## config.mk

```make
export PLATFORM = sky130hd
export DESIGN_NAME = psram_write_queue
export DESIGN_NICKNAME = d
export VERILOG_FILES = /design/src/rtl/psram_q_pkg.sv /design/src/rtl/psram_q_fifo.sv /design/src/rtl/psram_write_queue.sv
export SDC_FILE = /design/constraint.sdc
export NUM_CORES = 1
export LEC_CHECK = 0
export ABC_AREA = 0
export CAP_MARGIN = 20
export CORE_MARGIN = 2
export CORE_UTILIZATION = 35
export CTS_CLUSTER_DIAMETER = 100
export CTS_CLUSTER_SIZE = 30
export DETAILED_ROUTE_END_ITERATION = 10
export HOLD_SLACK_MARGIN = 0.02
export MAX_ROUTING_LAYER = met4
export SYNTH_ARGS = -nofsm -noshare
export SYNTH_HDL_FRONTEND = slang
export SYNTH_SLANG_ARGS = --single-unit
```

## constraint.sdc

```tcl
create_clock -name clk32 -period 6.1 [get_ports clk32]
set_clock_uncertainty 0.1 [all_clocks]
set_input_delay 1.22 -clock clk32 [delete_from_list [all_inputs] [get_ports clk32]]
set_output_delay 1.22 -clock clk32 [all_outputs]
set_load 0.005 [all_outputs]
```

## src/rtl/psram_q_pkg.sv

```systemverilog
// Shared types and FIFO entry layout for the PSRAM write queue.
package psram_q_pkg;
    typedef enum logic [1:0] {IDLE, ISSUE, WAIT_HI, WAIT_LO} state_t;

    localparam int ADDR_W   = 22;
    localparam int DATA_W   = 16;
    localparam int ENTRY_W  = 1 + ADDR_W + DATA_W;
    localparam int DATA_LSB = 0;
    localparam int ADDR_LSB = DATA_W;
    localparam int BYTE_BIT = ADDR_W + DATA_W;

    function automatic logic [ENTRY_W-1:0] pack_entry(logic b, logic [ADDR_W-1:0] a,
                                                      logic [DATA_W-1:0] d);
        return {b, a, d};
    endfunction
endpackage

```

## src/rtl/psram_q_fifo.sv

```systemverilog
// Synchronous FIFO with registered pointers and occupancy count; pushes while
// full and pops while empty are ignored.
module psram_q_fifo #(
    parameter int DEPTH   = 8,
    parameter int ENTRY_W = 39,
    localparam int AW     = $clog2(DEPTH),
    localparam int CW     = AW + 1
) (
    input  logic               clk,
    input  logic               reset,
    input  logic               push,
    input  logic               pop,
    input  logic [ENTRY_W-1:0] din,
    output logic [ENTRY_W-1:0] dout,
    output logic [CW-1:0]      count,
    output logic               full,
    output logic               empty
);
    logic [ENTRY_W-1:0] mem [DEPTH];
    logic [AW-1:0]      wr_ptr, rd_ptr;
    logic               push_ok, pop_ok;

    assign full    = (count == CW'(DEPTH));
    assign empty   = (count == '0);
    assign push_ok = push && !full;
    assign pop_ok  = pop && !empty;
    assign dout    = mem[rd_ptr];

    always_ff @(posedge clk) begin
        if (reset) begin
            wr_ptr <= '0;
            rd_ptr <= '0;
            count  <= '0;
        end else begin
            if (push_ok) wr_ptr <= wr_ptr + AW'(1);
            if (pop_ok)  rd_ptr <= rd_ptr + AW'(1);
            count <= count + CW'(push_ok) - CW'(pop_ok);
        end
    end

    always_ff @(posedge clk) begin
        if (push_ok) mem[wr_ptr] <= din;
    end
endmodule

```

## src/rtl/psram_write_queue.sv

```systemverilog
// Write queue and one-at-a-time sequencer in front of the PSRAM CDC wrapper;
// reads are ordered behind every write queued before them.
module psram_write_queue
    import psram_q_pkg::*;
#(
    parameter int DEPTH        = 8,
    parameter int BUSY_TIMEOUT = 15
) (
    input  logic        clk32,
    input  logic        reset,
    input  logic        req_write,
    input  logic        req_byte,
    input  logic [21:0] req_addr,
    input  logic [15:0] req_data,
    output logic        req_full,
    output logic        req_overflow,
    input  logic        rd_req,
    input  logic [21:0] rd_addr,
    output logic        rd_busy,
    output logic        rd_valid,
    output logic [15:0] rd_data,
    output logic        psram_read,
    output logic        psram_write,
    output logic        psram_byte_write,
    output logic [21:0] psram_addr,
    output logic [15:0] psram_din,
    input  logic [15:0] psram_dout,
    input  logic        psram_busy
);
    localparam int CW = $clog2(DEPTH) + 1;
    localparam int TW = $clog2(BUSY_TIMEOUT + 1);

    state_t             state;
    logic [TW-1:0]      timer;
    logic               rd_pending;
    logic [21:0]        rd_addr_q;
    logic [CW-1:0]      writes_ahead;
    logic               op_is_read, op_byte;
    logic [21:0]        op_addr;
    logic [15:0]        op_data;

    logic               fifo_pop, fifo_empty;
    logic [CW-1:0]      fifo_count;
    logic [ENTRY_W-1:0] fifo_dout;
    logic               rd_accept, read_ready, done;

    psram_q_fifo #(.DEPTH(DEPTH), .ENTRY_W(ENTRY_W)) u_fifo (
        .clk   (clk32),
        .reset (reset),
        .push  (req_write),
        .pop   (fifo_pop),
        .din   (pack_entry(req_byte, req_addr, req_data)),
        .dout  (fifo_dout),
        .count (fifo_count),
        .full  (req_full),
        .empty (fifo_empty)
    );

    assign rd_accept  = rd_req && !rd_busy;
    assign read_ready = rd_pending && (writes_ahead == '0);
    assign fifo_pop   = (state == IDLE) && !read_ready && !fifo_empty;
    assign done       = (state == WAIT_HI && !psram_busy && timer == TW'(BUSY_TIMEOUT)) ||
                        (state == WAIT_LO && !psram_busy);

    always_ff @(posedge clk32) begin
        if (reset) begin
            state            <= WAIT_LO;  // let a pre-reset busy drain first
            timer            <= '0;
            rd_pending       <= 1'b0;
            rd_addr_q        <= '0;
            writes_ahead     <= '0;
            op_is_read       <= 1'b0;
            op_byte          <= 1'b0;
            op_addr          <= '0;
            op_data          <= '0;
            req_overflow     <= 1'b0;
            rd_busy          <= 1'b0;
            rd_valid         <= 1'b0;
            rd_data          <= '0;
            psram_read       <= 1'b0;
            psram_write      <= 1'b0;
            psram_byte_write <= 1'b0;
            psram_addr       <= '0;
            psram_din        <= '0;
        end else begin
            psram_read  <= 1'b0;
            psram_write <= 1'b0;
            rd_valid    <= 1'b0;

            if (req_write && req_full) req_overflow <= 1'b1;

            // A write popped in the accept cycle is already ahead of the read.
            if (rd_accept) begin
                rd_pending   <= 1'b1;
                rd_busy      <= 1'b1;
                rd_addr_q    <= rd_addr;
                writes_ahead <= fifo_count - CW'(fifo_pop);
            end else if (fifo_pop && writes_ahead != '0) begin
                writes_ahead <= writes_ahead - CW'(1);
            end
            if (rd_valid) rd_busy <= 1'b0;

            case (state)
                IDLE: begin
                    if (read_ready) begin
                        op_is_read <= 1'b1;
                        state      <= ISSUE;
                    end else if (!fifo_empty) begin
                        op_is_read <= 1'b0;
                        op_byte    <= fifo_dout[BYTE_BIT];
                        op_addr    <= fifo_dout[ADDR_LSB +: ADDR_W];
                        op_data    <= fifo_dout[DATA_LSB +: DATA_W];
                        state      <= ISSUE;
                    end
                end
                ISSUE: begin
                    psram_read       <= op_is_read;
                    psram_write      <= !op_is_read;
                    psram_byte_write <= !op_is_read && op_byte;
                    psram_addr       <= op_is_read ? rd_addr_q : op_addr;
                    if (!op_is_read) psram_din <= op_data;
                    timer <= '0;
                    state <= WAIT_HI;
                end
                WAIT_HI: begin
                    if (psram_busy)                          state <= WAIT_LO;
                    else if (timer == TW'(BUSY_TIMEOUT))     state <= IDLE;
                    else                                     timer <= timer + TW'(1);
                end
                WAIT_LO: begin
                    if (!psram_busy) state <= IDLE;
                end
                default: state <= IDLE;
            endcase

            if (done && op_is_read && rd_pending) begin
                rd_data    <= psram_dout;
                rd_valid   <= 1'b1;
                rd_pending <= 1'b0;
            end
        end
    end
endmodule

```

==> results of run 1 <==
cell type report:
cell class | count | area share [%]
multi-input combinational | 480 | 23.1
clock buffer | 31 | 2.68
clock inverter | 3 | 0.183
inverter | 12 | 0.227
tap | 615 | 3.89
sequential | 455 | 61.8
timing repair buffer | 161 | 8.01
antenna | 5 | 0.0632
power by group:
| part | switching (uW) | internal, uW |
|---|---|---|
| Sequential | 56.6 | 3450 |
| Clock | 928 | 623 |
| Combinational | 313 | 277 |
| Total | 1300 | 4350 |
layout by cell type (no fill, tap or decap), drive strengths merged, types with 20 or more instances in the layout:
cell / n
a21oi: 46
mux4: 78
a22o: 55
edfxtp: 312
mux2: 40
a211oi: 25
buf: 20
clkbuf: 31
dfxtp: 143
nor2: 47
nand2: 85
mux2i: 27
clkdlybuf4s50: 141
registers in the layout, indices dropped and copies added, names as in the netlist, 2 cells and up:
register / cells
u_fifo.mem: 312
op_addr: 22
psram_addr: 22
rd_addr_q: 22
op_data: 16
psram_din: 16
rd_data: 16
timer: 4
u_fifo.count: 4
writes_ahead: 4
u_fifo.rd_ptr: 3
u_fifo.wr_ptr: 3
state: 2
logic make-up (layout without fill, tap and decap cells):
group / after synthesis / after routing / synth area share [%]
AOI/OAI and AO/OA: 137 / 137 / 5.69
xor gates and xnor gates: 9 / 9 / 0.461
and+or+nand+nor: 173 / 173 / 4.53
buffers and inverters: 73 / 207 / 2.06
DFF: 455 / 455 / 71.5
muxes: 145 / 145 / 14.5
other: 0 / 5 / 0
adders and majority gates: 16 / 16 / 1.21
per-stage QoR:
stage          hold slack (ns)  total power [uW]
2_1_floorplan            0.324              3920
6_report                 0.324              5650
5_1_grt                  0.339              5890
3_5_place_dp             0.309              4170
4_1_cts                  0.326              5710
3_3_place_gp             0.310              4160
layer usage:
| metal | track usage (%) | vias to the layer above | wire length, um |
|---|---|---|---|
| met5 | - | - | 0 |
| met4 | 2.31 | 0 | 410 |
| met3 | 2.62 | 29 | 1870 |
| met2 | 22.8 | 193 | 16600 |
| met1 | 19.8 | 4428 | 16700 |
| li1 | - | 4126 | - |
synthesized netlist by cell type (all sizes together), types with 9 or more instances:
cell    number  area share (%)
edfxtp     312              55
buf         30             1.1
clkbuf      31            0.68
nand2       85             1.9
a22o        55             2.8
mux2        40             2.6
a211oi      25             1.1
dfxtp      143              17
ha          15             1.1
a21oi       46             1.3
inv         12            0.26
nor2        47             1.1
mux2i       27             1.6
nor3        10            0.32
nand2b       9            0.33
mux4        78              10
worst paths after layout:
kind	start	to
worst min-delay path	rd_valid$_SDFF_PP0_	rd_busy$_SDFFE_PP0P_
worst max-delay path	u_fifo.count[2]$_SDFF_PP0_	req_full
worst min register to register	rd_valid$_SDFF_PP0_	rd_busy$_SDFFE_PP0P_
worst max register to register	u_fifo.count[2]$_SDFF_PP0_	u_fifo.mem[2][14]$_DFFE_PP_
==> results.sh, run 1 <==
export IMPL_powerDensity_nw_per_um2=285
export IMPL_yosys_most_used_dff="edfxtp_1"
export IMPL_synth_edf_count=312
export IMPL_fillers=4331
export IMPL_cp_end_kind="output port"
export IMPL_critPathRequiredTime_ns=4.78
export IMPL_multi_input_comb_area_sq_um=4580
export IMPL_place_inst=1721
export IMPL_setup_violations_final=0
export IMPL_fin_area_sq_um=19800
export IMPL_place_ws_ns=2.06
export IMPL_clk_path_buf_depth=3
export IMPL_drt_wl_total_mm=35.6
export IMPL_cp_depth=5
export IMPL_slew_viol_final=0
export IMPL_yosysWarningCount=0
export IMPL_syn_area_per_cell_sq_um=17.0
export IMPL_maxCapViolations=0
export IMPL_grt_max_degree=93
export IMPL_cts_clk_slew_worst_paths_ns=0.11
export IMPL_path_cells="inv_1 > ha_1 > or3b_2 > inv_1 > clkdlybuf4s50_1"
export IMPL_syn_inst=1008
export IMPL_grt_usage_pct=14.4
export IMPL_async_flop_share_pct=0
export IMPL_max_slew_worst_pin_slew_ns=1.09
export IMPL_path_max_fanout=5
export IMPL_ys_seq_elements=455
export IMPL_root_buffer="clkbuf_16"
export IMPL_rsz0062_at_grt="no"
export IMPL_regArea_sq_um=12200
export IMPL_ios=143
export IMPL_antenna_found_initial=5
export IMPL_postPlaceCellArea_sq_um=19200
export IMPL_die_w_um=225
export IMPL_leakage_uw=0.00621
export IMPL_period_needed_ns=3.58
export IMPL_grt_pass1_wl_mm=54.7
export IMPL_routed_via_count=8776
export IMPL_clk_latency_ns=0.55
export IMPL_fin_cells=1762
export IMPL_drtIter0Drc=776
export IMPL_timing_final_crit_share_pct=58.7
export IMPL_rrSetupSlack_ns=3.07
export IMPL_fp_dieArea_sq_um=50600
export IMPL_synth_nets=1106
export IMPL_outcome="finished, final reports clean"
export IMPL_ys_types=44
export IMPL_gp_congestion=0.702
export IMPL_routed_via_density=4.98
export IMPL_core_region_area_sq_um=47900
export IMPL_io_buffer_count=142
export IMPL_syn_area_sq_um=17100
export IMPL_cts_tree="yes"
export IMPL_tns_ns=0
export IMPL_fmax_ghz=0.279
export IMPL_worst_path_most_repeated_cell="inv_1"
export IMPL_dp_hpwl_mm=21.9
export IMPL_dr_pass1_iters=4
export IMPL_crit_family="buffers and inverters"
export IMPL_globalRouteOverflowTotal=0
export IMPL_postCtsSetupRepairBufs=0
export IMPL_area_delta_synth_final_pct=15.8
export IMPL_cts_made_buffers=19
export IMPL_cts_resized=0
export IMPL_r2r_cells=7
export IMPL_min_path_type="reg2reg"
export IMPL_slew_headroom_pct=27.2
export IMPL_htreeDepth=1
export IMPL_postRouteAntennaNets=0
export IMPL_yosysSeqAreaShare_pct=71.5
export IMPL_setup_worst_path_class="reg2out"
export IMPL_grt_pass1_vias=9086
export IMPL_ir_worst_vdd_uv=148
export IMPL_hold_path_depth=1
export IMPL_hold_viol=0
export IMPL_num_rows=80
export IMPL_hold_buffers=0
export IMPL_cts_sinks=455
export IMPL_floorplan_initialDensity_pct=35.7
export IMPL_fin_ws_ns=2.52
export IMPL_drive_gt1_share_pct=15.9
export IMPL_arrival_ns=2.26
export IMPL_die_y_um=225
export IMPL_wl_per_cell_um=20.2
export IMPL_startpoint_type="register"
export IMPL_cp_slowest_cell="clkdlybuf4s50_1"
export IMPL_post_route_util_pct=41.3
export IMPL_max_stage_delay_ns=0.50
export IMPL_crit_buf_inv=3
export IMPL_drcViolationCount=0
export IMPL_fin_nets=1227
Power figures use the tool's default switching activity.
==> inputs of run 2 (changes only) <==
Clock period 6.1 ns to 3.3 ns, I/O delays scaled along.
==> run 2 against run 1 <==
Compared with the run above: non-clock buffer count rose by 5; sequential power rose by 85%; critical path depth did not move; flip-flop and latch count did not move; combinational power rose by 88%; register-to-register slack got worse by 2.5 ns; die area did not move; final cell count rose by 0.17%; worst setup slack got worse by 2.2 ns; critical endpoint unchanged; final area rose by 1.0%.
==> results.sh, run 2 (synthesis gave the netlist of run 1 again) <==
export IMPL_grt_max_degree=51
export IMPL_routed_via_count=8795
export IMPL_dp_hpwl_mm=21.5
export IMPL_drive_gt1_share_pct=16.3
export IMPL_drcViolationCount=0
export IMPL_wl_per_cell_um=19.8
export IMPL_rsz0062_at_grt="no"
export IMPL_drtIter0Drc=698
export IMPL_wirelength_met1_mm=16.4
export IMPL_grt_pass1_wl_mm=53.7
export IMPL_largest_reg_flops=312
export IMPL_fin_area_sq_um=20000
export IMPL_grt_pass1_vias=8942
export IMPL_area_delta_synth_final_pct=17.0
export IMPL_fp_dieArea_sq_um=50600
export IMPL_cts_sinks=455
export IMPL_root_buffer="clkbuf_16"
export IMPL_fin_nets=1232
export IMPL_timing_final_crit_share_pct=91.1
export IMPL_hold_buffers=0
export IMPL_top_register="u_fifo.mem"
export IMPL_drt_wl_total_mm=35.0
export IMPL_layout_common_cells="edfxtp_1 (312), clkdlybuf4s50_1 (141), dfxtp_1 (139), nand2_1 (85), mux4_2 (78)"
export IMPL_cp_end_kind="output port"
export IMPL_slew_headroom_pct=36.6
export IMPL_die_y_um=225
export IMPL_ir_worst_vdd_uv=299
export IMPL_hold_path_depth=2
export IMPL_cts_made_buffers=19
export IMPL_setup_violations_final=0
export IMPL_antenna_found_initial=3
export IMPL_hold_viol=0
export IMPL_ios=143
export IMPL_cts_tree="yes"
export IMPL_clk_latency_ns=0.56
export IMPL_setup_worst_path_class="reg2out"
export IMPL_critPathRequiredTime_ns=2.54
export IMPL_slew_viol_final=0
export IMPL_powerDensity_nw_per_um2=525
export IMPL_maxUsedRoutingLayer="met4"
export IMPL_gp_congestion=0.732
export IMPL_grt_usage_pct=14.2
export IMPL_postCtsSetupRepairBufs=0
export IMPL_maxCapViolations=0
export IMPL_postPlaceCellArea_sq_um=19400
export IMPL_whs_ns=0.331
export IMPL_cts_clk_slew_worst_paths_ns=0.12
export IMPL_fillers=4270
export IMPL_floorplan_initialDensity_pct=35.7
export IMPL_path_max_fanout=5
export IMPL_routed_via_density=4.98
export IMPL_clk_path_buf_depth=3
export IMPL_r2r_cells=10
export IMPL_period_needed_ns=3.01
export IMPL_die_w_um=225
export IMPL_fmax_ghz=0.333
export IMPL_dr_pass1_iters=4
export IMPL_globalRouteOverflowTotal=0
export IMPL_core_region_area_sq_um=47900
export IMPL_postRouteAntennaNets=0
export IMPL_dr_wl_met3_mm=1.63
export IMPL_min_path_type="reg2reg"
export IMPL_arrival_ns=2.25
export IMPL_cts_resized=0
export IMPL_htreeDepth=1
export IMPL_power_uw=10500
export IMPL_outcome="finished, final reports clean"
export IMPL_final_common_cell="edfxtp_1"
export IMPL_tns_ns=0
export IMPL_routed_wl_met2_mm=16.5
export IMPL_fin_ws_ns=0.294
export IMPL_io_buffer_count=142
export IMPL_startpoint_type="register"
export IMPL_place_ws_ns=0.551
export IMPL_num_rows=80
export IMPL_leakage_uw=0.00627
export IMPL_max_slew_worst_pin_slew_ns=0.951
==> run 2: path summary, 6_finish.rpt <==
path                              startpoint                    endpoint  slack [ns]
hold reg to reg     op_data[15]$_SDFFE_PP0P_  psram_din[15]$_SDFFE_PP0P_        0.33
setup / recovery  u_fifo.count[2]$_SDFF_PP0_                    req_full        0.29
setup reg to reg  u_fifo.count[2]$_SDFF_PP0_  u_fifo.count[2]$_SDFF_PP0_        0.53
hold / removal      op_data[15]$_SDFFE_PP0P_  psram_din[15]$_SDFFE_PP0P_        0.33
==> run 2: cell type report <==
type                       count  area (sq um)  area share, %
sequential                   455         12200           61.2
tap                          615           769           3.85
inverter                      12          45.0          0.225
multi-input combinational    480          4590           23.0
timing repair buffer         166          1760           8.80
antenna                        3          7.51         0.0375
clock buffer                  31           520           2.60
clock inverter                 3          68.8          0.344
==> run 2: stage by stage <==
stage,instances,util (%)
after floorplan,1008,-
after global placement,1728,40.5
after detailed placement,1728,40.5
after CTS,1762,41.7
after global routing,1765,41.7
final,1765,41.7
==> run 2: power breakdown <==
group | leakage [uW] | total (uW) | switching (uW) | internal (uW)
registers | 0.00399 | 6480 | 107 | 6370
logic | 0.00199 | 1110 | 575 | 532
clock network | 0.000278 | 2920 | 1710 | 1210
total | 0.00627 | 10500 | 2390 | 8110
==> run 2: worst max-delay path: stages (launching register included) <==
cell             delay, ns
dfxtp_1               0.34
inv_1                 0.14
ha_1                  0.16
or3b_2                0.47
inv_1                 0.09
clkdlybuf4s50_1       0.50
==> run 2: layer usage <==
| metal | global-route usage [%] | up-vias |
|---|---|---|
| met5 | - | - |
| met4 | 2.22 | 0 |
| met3 | 2.40 | 35 |
| met2 | 22.8 | 175 |
| met1 | 19.3 | 4453 |
| li1 | - | 4132 |
